<file path="config.mk">
export PLATFORM = sky130hd
export DESIGN_NAME = instr_decode_unit
export DESIGN_NICKNAME = d
export VERILOG_FILES = /design/src/rtl/arm_decode_pkg.sv /design/src/rtl/arm_cond_check.sv /design/src/rtl/instr_decode_unit.sv
export SDC_FILE = /design/constraint.sdc
export NUM_CORES = 1
export LEC_CHECK = 0
export ABC_CLOCK_PERIOD_IN_PS = 3800
export BUFFER_PORTS_ARGS = -buffer_cell sky130_fd_sc_hd__buf_2
export CORE_ASPECT_RATIO = 0.6
export CORE_MARGIN = 4
export CORE_UTILIZATION = 50
export CTS_BUF_LIST = sky130_fd_sc_hd__clkbuf_4 sky130_fd_sc_hd__clkbuf_8
export CTS_CLUSTER_SIZE = 16
export DETAILED_ROUTE_END_ITERATION = 10
export PLACE_DENSITY = 0.87
export SYNTH_ARGS = -nofsm -noshare
export SYNTH_HDL_FRONTEND = slang
export SYNTH_HIERARCHICAL = 1
export SYNTH_SLANG_ARGS = --single-unit
</file>
<file path="constraint.sdc">
create_clock -name clk -period 3.8 [get_ports clk]
set_clock_uncertainty 0.05 [all_clocks]
set_input_delay 0.57 -clock clk [delete_from_list [all_inputs] [get_ports clk]]
set_output_delay 0.57 -clock clk [all_outputs]
set_load 0.01 [all_outputs]
</file>
<file path="src/rtl/arm_decode_pkg.sv">
// arm_decode_pkg
// Shared definitions for the instruction front end of the microsequencer:
//   FETCH_STATE   - microstate address of FETCH (family 13 slot, 13 x 8)
//   FAM_*         - the 16 instruction family indices (bit positions of family_bits)
//   cond_e        - ARM condition-code field encoding (ir[31:28])
//   FLAG_*        - bit positions of N, Z, C, V inside the 4-bit flags vector
//   fetch_state_e - states of the front-end fetch FSM
//   familyOneHot  - converts a family index into its one-hot family_bits value
package arm_decode_pkg;

  // Family indices; each one also names a bit of the one-hot family_bits vector
  localparam logic [3:0] FAM_DP_IMM_SHIFT = 4'd0;
  localparam logic [3:0] FAM_DP_REG_SHIFT = 4'd1;
  localparam logic [3:0] FAM_DP_IMM       = 4'd2;
  localparam logic [3:0] FAM_MUL          = 4'd3;
  localparam logic [3:0] FAM_MUL_LONG     = 4'd4;
  localparam logic [3:0] FAM_SWP          = 4'd5;
  localparam logic [3:0] FAM_HALFWORD     = 4'd6;
  localparam logic [3:0] FAM_LS_IMM       = 4'd7;
  localparam logic [3:0] FAM_LS_REG       = 4'd8;
  localparam logic [3:0] FAM_BLOCK        = 4'd9;
  localparam logic [3:0] FAM_BRANCH       = 4'd10;
  localparam logic [3:0] FAM_PSR          = 4'd11;
  localparam logic [3:0] FAM_BX           = 4'd12;
  localparam logic [3:0] FAM_FETCH        = 4'd13;
  localparam logic [3:0] FAM_SWI          = 4'd14;
  localparam logic [3:0] FAM_UNDEF        = 4'd15;

  // The FETCH microstate occupies the microcode slot of family 13, so the
  // decoder must never select that family
  localparam logic [6:0] FETCH_STATE = {FAM_FETCH, 3'b000};

  // Bit positions inside the {N,Z,C,V} flags vector
  localparam int FLAG_N = 3;
  localparam int FLAG_Z = 2;
  localparam int FLAG_C = 1;
  localparam int FLAG_V = 0;

  // ARM condition codes as carried in ir[31:28]
  typedef enum logic [3:0] {
    COND_EQ = 4'h0,
    COND_NE = 4'h1,
    COND_CS = 4'h2,
    COND_CC = 4'h3,
    COND_MI = 4'h4,
    COND_PL = 4'h5,
    COND_VS = 4'h6,
    COND_VC = 4'h7,
    COND_HI = 4'h8,
    COND_LS = 4'h9,
    COND_GE = 4'hA,
    COND_LT = 4'hB,
    COND_GT = 4'hC,
    COND_LE = 4'hD,
    COND_AL = 4'hE,
    COND_NV = 4'hF
  } cond_e;

  // Fetch FSM: IDLE outside FETCH, WAIT while the IR is empty, HELD once valid
  typedef enum logic [1:0] {
    ST_IDLE = 2'd0,
    ST_WAIT = 2'd1,
    ST_HELD = 2'd2
  } fetch_state_e;

  // One-hot expansion of a family index
  function automatic logic [15:0] familyOneHot(input logic [3:0] idx);
    return 16'h0001 << idx;
  endfunction

endpackage

</file>
<file path="src/rtl/arm_cond_check.sv">
// arm_cond_check
// Purely combinational ARM condition evaluator, shared by the instruction
// front end and the branch unit.
//   cond  [3:0] in  - condition field (ir[31:28])
//   flags [3:0] in  - {N,Z,C,V}
//   pass        out - 1 when the instruction should execute
// Code 1111 (NV) never passes.
module arm_cond_check
  import arm_decode_pkg::*;
(
  input  logic [3:0] cond,
  input  logic [3:0] flags,
  output logic       pass
);

  logic n;
  logic z;
  logic c;
  logic v;

  assign n = flags[FLAG_N];
  assign z = flags[FLAG_Z];
  assign c = flags[FLAG_C];
  assign v = flags[FLAG_V];

  // Standard ARM condition table; NV is treated as "never" rather than the
  // legacy unpredictable encoding so skipped instructions are deterministic
  always_comb begin
    pass = 1'b0;
    case (cond)
      COND_EQ: pass = z;
      COND_NE: pass = ~z;
      COND_CS: pass = c;
      COND_CC: pass = ~c;
      COND_MI: pass = n;
      COND_PL: pass = ~n;
      COND_VS: pass = v;
      COND_VC: pass = ~v;
      COND_HI: pass = c & ~z;
      COND_LS: pass = ~c | z;
      COND_GE: pass = (n == v);
      COND_LT: pass = (n != v);
      COND_GT: pass = ~z & (n == v);
      COND_LE: pass = z | (n != v);
      COND_AL: pass = 1'b1;
      COND_NV: pass = 1'b0;
      default: pass = 1'b0;
    endcase
  end

endmodule

</file>
<file path="src/rtl/instr_decode_unit.sv">
// instr_decode_unit
// Front end of the microsequencer: fetches instruction words, holds them in
// the IR, keeps the NZCV flags and reports the one-hot family plus the COND
// qualifier while the sequencer sits in FETCH.
//   clk, reset        in  - clock, synchronous active-high reset
//   curr_state  [6:0] in  - current microstate from the microsequencer
//   mem_data   [31:0] in  - instruction word from memory
//   mem_ready         in  - mem_data valid this cycle (only looked at in WAIT)
//   ld_flags          in  - load alu_flags into the flags register
//   alu_flags   [3:0] in  - {N,Z,C,V} from the ALU
//   mem_req           out - instruction fetch request (WAIT only)
//   family_bits[15:0] out - one-hot family of the held IR (bit 13 never set)
//   COND              out - proceed qualifier (1 IDLE, 0 WAIT, cond pass HELD)
//   ir         [31:0] out - instruction register
//   flags       [3:0] out - {N,Z,C,V}
module instr_decode_unit #(
  parameter logic [6:0] FETCH_STATE = arm_decode_pkg::FETCH_STATE
) (
  input  logic        clk,
  input  logic        reset,
  input  logic [6:0]  curr_state,
  input  logic [31:0] mem_data,
  input  logic        mem_ready,
  input  logic        ld_flags,
  input  logic [3:0]  alu_flags,
  output logic        mem_req,
  output logic [15:0] family_bits,
  output logic        COND,
  output logic [31:0] ir,
  output logic [3:0]  flags
);

  arm_decode_pkg::fetch_state_e stateQ;
  arm_decode_pkg::fetch_state_e stateD;

  logic [31:0] irQ;
  logic [3:0]  flagsQ;
  logic        inFetch;
  logic        irLoad;
  logic        condPass;
  logic [3:0]  familyIdx;

  assign inFetch = (curr_state == FETCH_STATE);

  // The IR only captures on the WAIT->HELD edge; a word arriving after the
  // sequencer has left FETCH belongs to a dropped request and is discarded
  assign irLoad = (stateQ == arm_decode_pkg::ST_WAIT) && inFetch && mem_ready;

  // Condition is always judged against the registered flags, so a flags
  // load in the evaluation cycle only affects the next instruction
  arm_cond_check u_cond_check (
    .cond  (irQ[31:28]),
    .flags (flagsQ),
    .pass  (condPass)
  );

  // State register of the fetch FSM
  always_ff @(posedge clk) begin
    if (reset) begin
      stateQ <= arm_decode_pkg::ST_IDLE;
    end else begin
      stateQ <= stateD;
    end
  end

  // Next-state logic: leaving FETCH always forces IDLE; in HELD a passing
  // condition means the sequencer moves on at this edge, a failing one
  // skips the instruction and starts a fresh fetch
  always_comb begin
    stateD = stateQ;
    if (!inFetch) begin
      stateD = arm_decode_pkg::ST_IDLE;
    end else begin
      unique case (stateQ)
        arm_decode_pkg::ST_IDLE: stateD = arm_decode_pkg::ST_WAIT;
        arm_decode_pkg::ST_WAIT: begin
          if (mem_ready) begin
            stateD = arm_decode_pkg::ST_HELD;
          end
        end
        arm_decode_pkg::ST_HELD: begin
          if (condPass) begin
            stateD = arm_decode_pkg::ST_IDLE;
          end else begin
            stateD = arm_decode_pkg::ST_WAIT;
          end
        end
        default: stateD = arm_decode_pkg::ST_IDLE;
      endcase
    end
  end

  // Moore outputs of the fetch FSM; COND is high in IDLE because microcode
  // outside FETCH branches on its own event condition, not on this qualifier
  always_comb begin
    mem_req = 1'b0;
    COND    = 1'b1;
    unique case (stateQ)
      arm_decode_pkg::ST_IDLE: begin
        mem_req = 1'b0;
        COND    = 1'b1;
      end
      arm_decode_pkg::ST_WAIT: begin
        mem_req = 1'b1;
        COND    = 1'b0;
      end
      arm_decode_pkg::ST_HELD: begin
        mem_req = 1'b0;
        COND    = condPass;
      end
      default: begin
        mem_req = 1'b0;
        COND    = 1'b1;
      end
    endcase
  end

  // Instruction register; cleared by reset so a held instruction is lost
  always_ff @(posedge clk) begin
    if (reset) begin
      irQ <= 32'h0000_0000;
    end else if (irLoad) begin
      irQ <= mem_data;
    end
  end

  // NZCV flags register
  always_ff @(posedge clk) begin
    if (reset) begin
      flagsQ <= 4'h0;
    end else if (ld_flags) begin
      flagsQ <= alu_flags;
    end
  end

  // Family decode, checked in priority order; the more specific encodings
  // that live inside the data-processing space (BX, PSR, multiplies, SWP,
  // halfword) must be tested before the generic data-processing rules.
  // Family 13 is never produced since that slot is the FETCH microstate.
  always_comb begin
    familyIdx = arm_decode_pkg::FAM_UNDEF;
    if (irQ[27:4] == 24'h12FFF1) begin
      familyIdx = arm_decode_pkg::FAM_BX;
    end else if ((irQ[27:23] == 5'b00010 && !irQ[20] && irQ[7:4] == 4'b0000) ||
                 (irQ[27:23] == 5'b00110 && irQ[21:20] == 2'b10)) begin
      familyIdx = arm_decode_pkg::FAM_PSR;
    end else if (irQ[27:22] == 6'b000000 && irQ[7:4] == 4'b1001) begin
      familyIdx = arm_decode_pkg::FAM_MUL;
    end else if (irQ[27:23] == 5'b00001 && irQ[7:4] == 4'b1001) begin
      familyIdx = arm_decode_pkg::FAM_MUL_LONG;
    end else if (irQ[27:23] == 5'b00010 && irQ[21:20] == 2'b00 &&
                 irQ[11:4] == 8'b0000_1001) begin
      familyIdx = arm_decode_pkg::FAM_SWP;
    end else if (irQ[27:25] == 3'b000 && irQ[7] && irQ[4]) begin
      familyIdx = arm_decode_pkg::FAM_HALFWORD;
    end else if (irQ[27:25] == 3'b000 && !irQ[4]) begin
      familyIdx = arm_decode_pkg::FAM_DP_IMM_SHIFT;
    end else if (irQ[27:25] == 3'b000 && !irQ[7] && irQ[4]) begin
      familyIdx = arm_decode_pkg::FAM_DP_REG_SHIFT;
    end else if (irQ[27:25] == 3'b001) begin
      familyIdx = arm_decode_pkg::FAM_DP_IMM;
    end else if (irQ[27:25] == 3'b010) begin
      familyIdx = arm_decode_pkg::FAM_LS_IMM;
    end else if (irQ[27:25] == 3'b011 && !irQ[4]) begin
      familyIdx = arm_decode_pkg::FAM_LS_REG;
    end else if (irQ[27:25] == 3'b100) begin
      familyIdx = arm_decode_pkg::FAM_BLOCK;
    end else if (irQ[27:25] == 3'b101) begin
      familyIdx = arm_decode_pkg::FAM_BRANCH;
    end else if (irQ[27:24] == 4'b1111) begin
      familyIdx = arm_decode_pkg::FAM_SWI;
    end
  end

  assign family_bits = arm_decode_pkg::familyOneHot(familyIdx);
  assign ir          = irQ;
  assign flags       = flagsQ;

endmodule

</file>
==> metrics.cfg, run 1 <==
[logic_synthesis]
synth-edff-count = 0
synth_top_area_share_pct = 37.9
synthSimpleGateAreaFrac_pct = 26.2
syn-num-nets = 260
async_flop_share_pct = 0
synth_top_cell_by_area = dfxtp_1
synth_area_um2 = 2010
netlist_top_cells_area = dfxtp_1, mux2i_1, nor2_1, buf_6, nor3_1
synth_top_family_by_area = simple AND/OR/NAND/NOR gates
synth_fa_ha_area_share_pct = 0
synth_cells = 213
synth_mux_area_share_pct = 18.4
synth-xor-area-share_pct = 1.74
ys.flop_type = dfxtp_1
avgSynthCellArea_um2 = 9.43
synth_cell_types = 50
synth_compound_area_share_pct = 9.28
yosysWarnings = 6
synth_seq_cells = 38
yosysSeqAreaShare_pct = 37.9

[detailed_routing]
drt-pass1-iter-count = 4
vias_per_cell = 5.38
wl_mm = 5.26
antenna_left = 0
drt_iter0_drc = 83
drc = 0
vias = 1903
wl_per_cell_um = 14.9

[critical_path]
critPathBufInv = 1
slowest_delay_ns = 0.49
cp.depth = 5
required_ns = 3.18
r2r_cells = 8
end_kind = output port
crit-reg2reg-launch = ir[28]
r2r_end = stateQ[0]
cp_slowest_cell = dfxtp_1
path_cells = nor3b_1, a31oi_1, o221a_4, nor4_2, buf_2
cp-startpoint = ir[24]
crit_end = family_bits[0]
crit_fanout = 8
r2r_slack_ns = 1.91
cp-start-kind = flop
path_class = reg -> out
crit_family = simple AND/OR/NAND/NOR gates
worstPathArrival_ns = 2.09

[placed_design]
gp_congestion = 0.883
place_worst_setup_slack_ns = 1.45
hpwl_mm = 4.08
place.port_buffers = 99

[power]
p_per_area_nw_per_um2 = 285
peakVddDrop_v = 0.000182
power.leakage_uw = 0.00120
total_power_uw = 729

[sta]
fin_crit_sh_pct = 71.2
fin_crit_ns = 2.71
max_freq_mhz = 370
hold_viol = 0
slew_headroom_pct = 54.9
drv_slew = 0
worstMarginPinSlew_ns = 0.676
fin_tns_setup_ns = 0
finalSetupViolCount = 0
rsz0062_at_grt = no
setup_slack_ns = 1.09

[floorplan]
dieWidth_um = 89.8
coreArea_um2 = 3760
die_area_um2 = 5130
start_util_pct = 53.4
boundaryPins = 101
die_h_um = 57.1
rows = 17

[layout]
final_common_cell = buf_2
drive_gt1_share_pct = 40.1
most-common-layout-cells = buf_2, nor2_1, dfxtp_1, mux2i_1, nor3_1
fillers = 319
area_growth_syn_to_layout_pct = 27.4
antenna_cells = 0
layout.nets = 353

[outcome]
status = finished clean

[clocking]
path_clk_slew_ns = 0.08
cts.sinks = 38
htree_levels = 2
holdBufCountCts = 0
ctsResizeCount = 0
cts_root_buf = clkbuf_8
cts_setup_buffers = 0
cts_made_buffers = 5
cts_tree = done
clock_latency_ns = 0.28
clockBufferDepth = 2

[global_routing]
antenna_found_initial = 0
grt_pass1_wl_mm = 8.63
grt_max_degree = 39
globalRoute.totalOverflow = 0
grt_pass1_vias = 1772
globalRouteTotalUtil_pct = 20.6

[worst_hold_path]
hold_class = reg -> reg

[run]
cap_violations = 0

## cell usage after synthesis, types with 2 or more instances
master     n
nor2_1    45
nand4_1    2
nand2_1    2
a311oi_1   2
inv_1      5
buf_6      5
dfxtp_1   38
clkbuf_1   5
nand4b_1   2
mux2i_1   37
a21oi_1    7
o21ai_0    5
nor2b_1    4
buf_4      4
xor2_1     3
nor3_1     9
nor4_1     3
nor4_4     2
a31oi_1    2
## worst min path at each step
stage                      start  endpoint  slack (ns)  depth (start not counted)
floorplan                  ir[0]     ir[0]        0.48                          2
global placement           ir[3]     ir[3]        0.42                          2
detailed placement         ir[3]     ir[3]        0.44                          2
CTS                        ir[3]     ir[3]        0.46                          2
global route        mem_data[15]    ir[15]        0.46                          3
finish                     ir[3]     ir[3]        0.45                          2
## kinds of logic after synthesis
logic type | Yosys count
AO/OA/AOI/OAI | 25
other | 1
XOR/XNOR | 4
multiplexers | 37
AND/OR/NAND/NOR | 88
buffers and inverters | 20
flip-flops | 38
## routing by layer
metal / up-vias / track usage (%) / share of wire [%]
li1: 946 / - / -
met1: 871 / 29.1 / 49
met2: 84 / 30.8 / 43
met3: 2 / 5.40 / 7.6
met4: 0 / 6.55 / 0.70
met5: - / 0 / 0
## cell type report
type                            count  area [um^2]  area share (%)
Multi-Input combinational cell    155         1120            43.8
Sequential cell                    38          761            29.7
Timing Repair Buffer              101          510            19.9
Clock buffer                        6         76.3            2.98
Tap cell                           47         58.8            2.30
Inverter                            5         18.8           0.733
Clock inverter                      2         13.8           0.538
## flip-flops by register name, indices dropped and copies added (netlist names)
signal and cells:
flags 4, ir 32, stateQ 2
## metrics by stage
stage	util (%)	cells	cell area [um^2]	hold slack, ns
after floorplan	-	213	2010	0.481
after global placement	65.6	346	2470	0.417
after detailed placement	65.6	346	2470	0.440
after CTS	68.0	354	2560	0.458
after global routing	68.0	354	2560	0.462
final	68.0	354	2560	0.447
## power by group
part           internal (uW)  switching, uW
registers                400           3.41
clock network            137            141
logic                   25.2           22.6
## worst reg2reg max path: stages (launching register included)
cell,delay (ns)
dfxtp_1,0.54
nor2_1,0.11
a211oi_1,0.26
a2111oi_1,0.09
a311oi_1,0.24
o22ai_1,0.11
nor2_1,0.14
nor2_1,0.06
nor4_1,0.18
Note: power is estimated with default switching activity, not from simulation.
==> inputs of run 2 (changes only) <==
--- a/config.mk
+++ b/config.mk
@@ -5,15 +5,16 @@
 export SDC_FILE = /design/constraint.sdc
 export NUM_CORES = 1
 export LEC_CHECK = 0
-export ABC_CLOCK_PERIOD_IN_PS = 3800
+export ABC_AREA = 1
+export ABC_CLOCK_PERIOD_IN_PS = 2400
 export BUFFER_PORTS_ARGS = -buffer_cell sky130_fd_sc_hd__buf_2
 export CORE_ASPECT_RATIO = 0.6
 export CORE_MARGIN = 4
-export CORE_UTILIZATION = 50
+export CORE_UTILIZATION = 43
 export CTS_BUF_LIST = sky130_fd_sc_hd__clkbuf_4 sky130_fd_sc_hd__clkbuf_8
 export CTS_CLUSTER_SIZE = 16
 export DETAILED_ROUTE_END_ITERATION = 10
-export PLACE_DENSITY = 0.87
+export PLACE_DENSITY = 0.78
 export SYNTH_ARGS = -nofsm -noshare
 export SYNTH_HDL_FRONTEND = slang
 export SYNTH_HIERARCHICAL = 1
==> constraint.sdc (replaced) <==
create_clock -name clk -period 2.4 [get_ports clk]
set_clock_uncertainty 0.05 [all_clocks]
set_input_delay 0.36 -clock clk [delete_from_list [all_inputs] [get_ports clk]]
set_output_delay 0.36 -clock clk [all_outputs]
set_load 0.01 [all_outputs]
==> run 2 against run 1 <==
Wire length grew 14%. Sequential cell count is the same. Non-clock buffer count grew 1. Synthesized area grew 3.1%. First-iteration DRC count grew 66%. Cell count grew 38%. Critical endpoint is now family_bits[15]. Largest cell class unchanged.
==> metrics.cfg, run 2 <==
[sta]
fin_tns_setup_ns = 0
hold_viol = 0
rsz0062_at_grt = no
fin_crit_ns = 2.21
drv_slew = 0
worstMarginPinSlew_ns = 0.569
setup_slack_ns = 0.190
finalSetupViolCount = 0
hold_ws_ns = 0.218
max_freq_mhz = 452
slew_headroom_pct = 62.0
fin_crit_sh_pct = 92.1

[logic_synthesis]
synth_area_um2 = 2070
synth-edff-count = 0
ys.flop_type = dfxtp_1
synth_seq_cells = 38
yosysWarnings = 6
yosysMostFrequentCell = nor2_1
netlist_top_cells_area = dfxtp_1, nor2_1, o21ai_0, nand2_1, inv_1
synth_cell_types = 27
synth_top_area_share_pct = 36.7
syn-num-nets = 375
yosysSeqAreaShare_pct = 36.7
avgSynthCellArea_um2 = 6.31
synthTopCellsByCount = nor2_1, dfxtp_1, nand2_1
synth_top_cell_by_area = dfxtp_1
async_flop_share_pct = 0
synth_cells = 328

[power]
netSwitchingFraction_pct = 20.9
power.share.clock_pct = 42.5
switchingPower_uw = 268
total_power_uw = 1280
p_per_area_nw_per_um2 = 470
combPwrFrac_pct = 7.5
internal-power_uw = 1010
peakVddDrop_v = 0.000238
p_seq_share_pct = 50.0
power.leakage_uw = 0.00155

[worst_hold_path]
hold_class = in -> reg

[global_routing]
grt_pass1_wl_mm = 9.72
globalRouteTotalUtil_pct = 19.8
globalRoute.totalOverflow = 0
grt_max_degree = 34
antenna_found_initial = 0
grt_pass1_vias = 2147

[critical_path]
end_kind = output port
r2r_slack_ns = 0.92
cp-start-kind = flop
path_class = reg -> out
crit_fanout = 8
required_ns = 1.99
worstPathArrival_ns = 1.80

[placed_design]
place_worst_setup_slack_ns = 0.495
place.port_buffers = 99
place_area_um2 = 2610
gp_congestion = 0.932
hpwl_mm = 4.64

[layout]
largest_reg_flops = 32
final_common_cell = nor2_1
fin_area_um2 = 2730
most-common-layout-cells = nor2_1, buf_2, nand2_1, dfxtp_1, o21ai_0
antenna_cells = 0
area_growth_syn_to_layout_pct = 31.8
layout.nets = 473
fillers = 480
drive_gt1_share_pct = 30.5

[floorplan]
start_util_pct = 44.9
dieWidth_um = 97.6
boundaryPins = 101
die_h_um = 61.8
die_area_um2 = 6030
coreArea_um2 = 4610
rows = 19

[detailed_routing]
vias_per_cell = 4.94
wl_per_cell_um = 12.3
drt-pass1-iter-count = 4
drt_iter0_drc = 138
antenna_left = 0
drc = 0
wl_mm = 6.00
vias = 2415

[clocking]
cts_root_buf = clkbuf_8
path_clk_slew_ns = 0.07
cts_made_buffers = 5
htree_levels = 2
cts.sinks = 38
cts_tree = done
holdBufCountCts = 0
clockBufferDepth = 2
clock_latency_ns = 0.28

[run]
cap_violations = 0

[outcome]
status = finished clean

-- run 2: cell count changes after synthesis, sizes merged, moves of 5 or more --
cell	change
nor4	-5
inv	+30
o21ai	+36
nand2	+39
nand3	+20
nand4	+5
mux2i	-37
nor3	-5
nor2	+69
nor2b	-5
-- run 2: layer usage --
| layer | routed length (um) | up-vias | GRT usage, % |
|---|---|---|---|
| met2 | 2490 | 107 | 32.1 |
| met1 | 2920 | 1060 | 27.7 |
| met3 | 577 | 4 | 4.91 |
| li1 | - | 1244 | - |
| met5 | 0 | - | 0 |
| met4 | 10 | 0 | 3.16 |
-- run 2: area by class of cell --
cell class | count | area, um^2 | area share [%]
clock buffer | 6 | 82.6 | 3.02
clock inverter | 1 | 30.0 | 1.10
inverter | 36 | 135 | 4.95
multi-input combinational | 243 | 1120 | 41.2
sequential | 38 | 762 | 27.9
tap | 63 | 78.8 | 2.89
timing repair buffer | 102 | 518 | 19.0
-- run 2: timing repair --
action | in CTS | in global routing
endpoints found under the setup margin | 0 | 1
buffers inserted | 0 | 0
resized for setup | 0 | 3
-- run 2: cells by family (layout without fill, tap and decap cells) --
| family | count (synthesis) | in the layout | synth area share, % |
|---|---|---|---|
| AOI/OAI and AO/OA | 48 | 48 | 12.2 |
| buffers and inverters | 47 | 145 | 9.24 |
| DFF | 38 | 38 | 36.7 |
| other | 1 | 1 | 0.181 |
| and+or+nand+nor | 194 | 194 | 41.6 |
-- run 2: worst paths after layout --
kind,from,endpoint,cells past startpoint
hold reg to reg,ir[0],ir[0],2
setup reg to reg,flags[0],stateQ[0],10
setup / recovery,ir[26],family_bits[15],9
hold / removal,reset,stateQ[1],2
-- run 2: power groups by stage --
| stage | logic [uW] | clock network, uW | registers, uW |
|---|---|---|---|
| after floorplan | 43.0 | 0 | 657 |
| after CTS | 96.7 | 560 | 641 |
| after global placement | 94.4 | 0 | 656 |
| after detailed placement | 96.0 | 0 | 656 |
| final | 96.5 | 545 | 641 |
| after global routing | 109 | 587 | 642 |
-- run 2: per-stage QoR --
step / instances / utilization, %
6_report: 489 / 59.2
5_1_grt: 489 / 59.2
4_1_cts: 489 / 59.1
3_5_place_dp: 482 / 56.6
3_3_place_gp: 482 / 56.6
2_1_floorplan: 328 / -
-- run 2: critical path, cell delays in order (launching register included) --
cell	delay, ns
dfxtp_1	0.49
inv_1	0.14
nand2_1	0.08
nor2_1	0.05
nand2_1	0.09
inv_1	0.08
nor2_1	0.24
nand3_1	0.12
nor2_1	0.10
buf_2	0.14
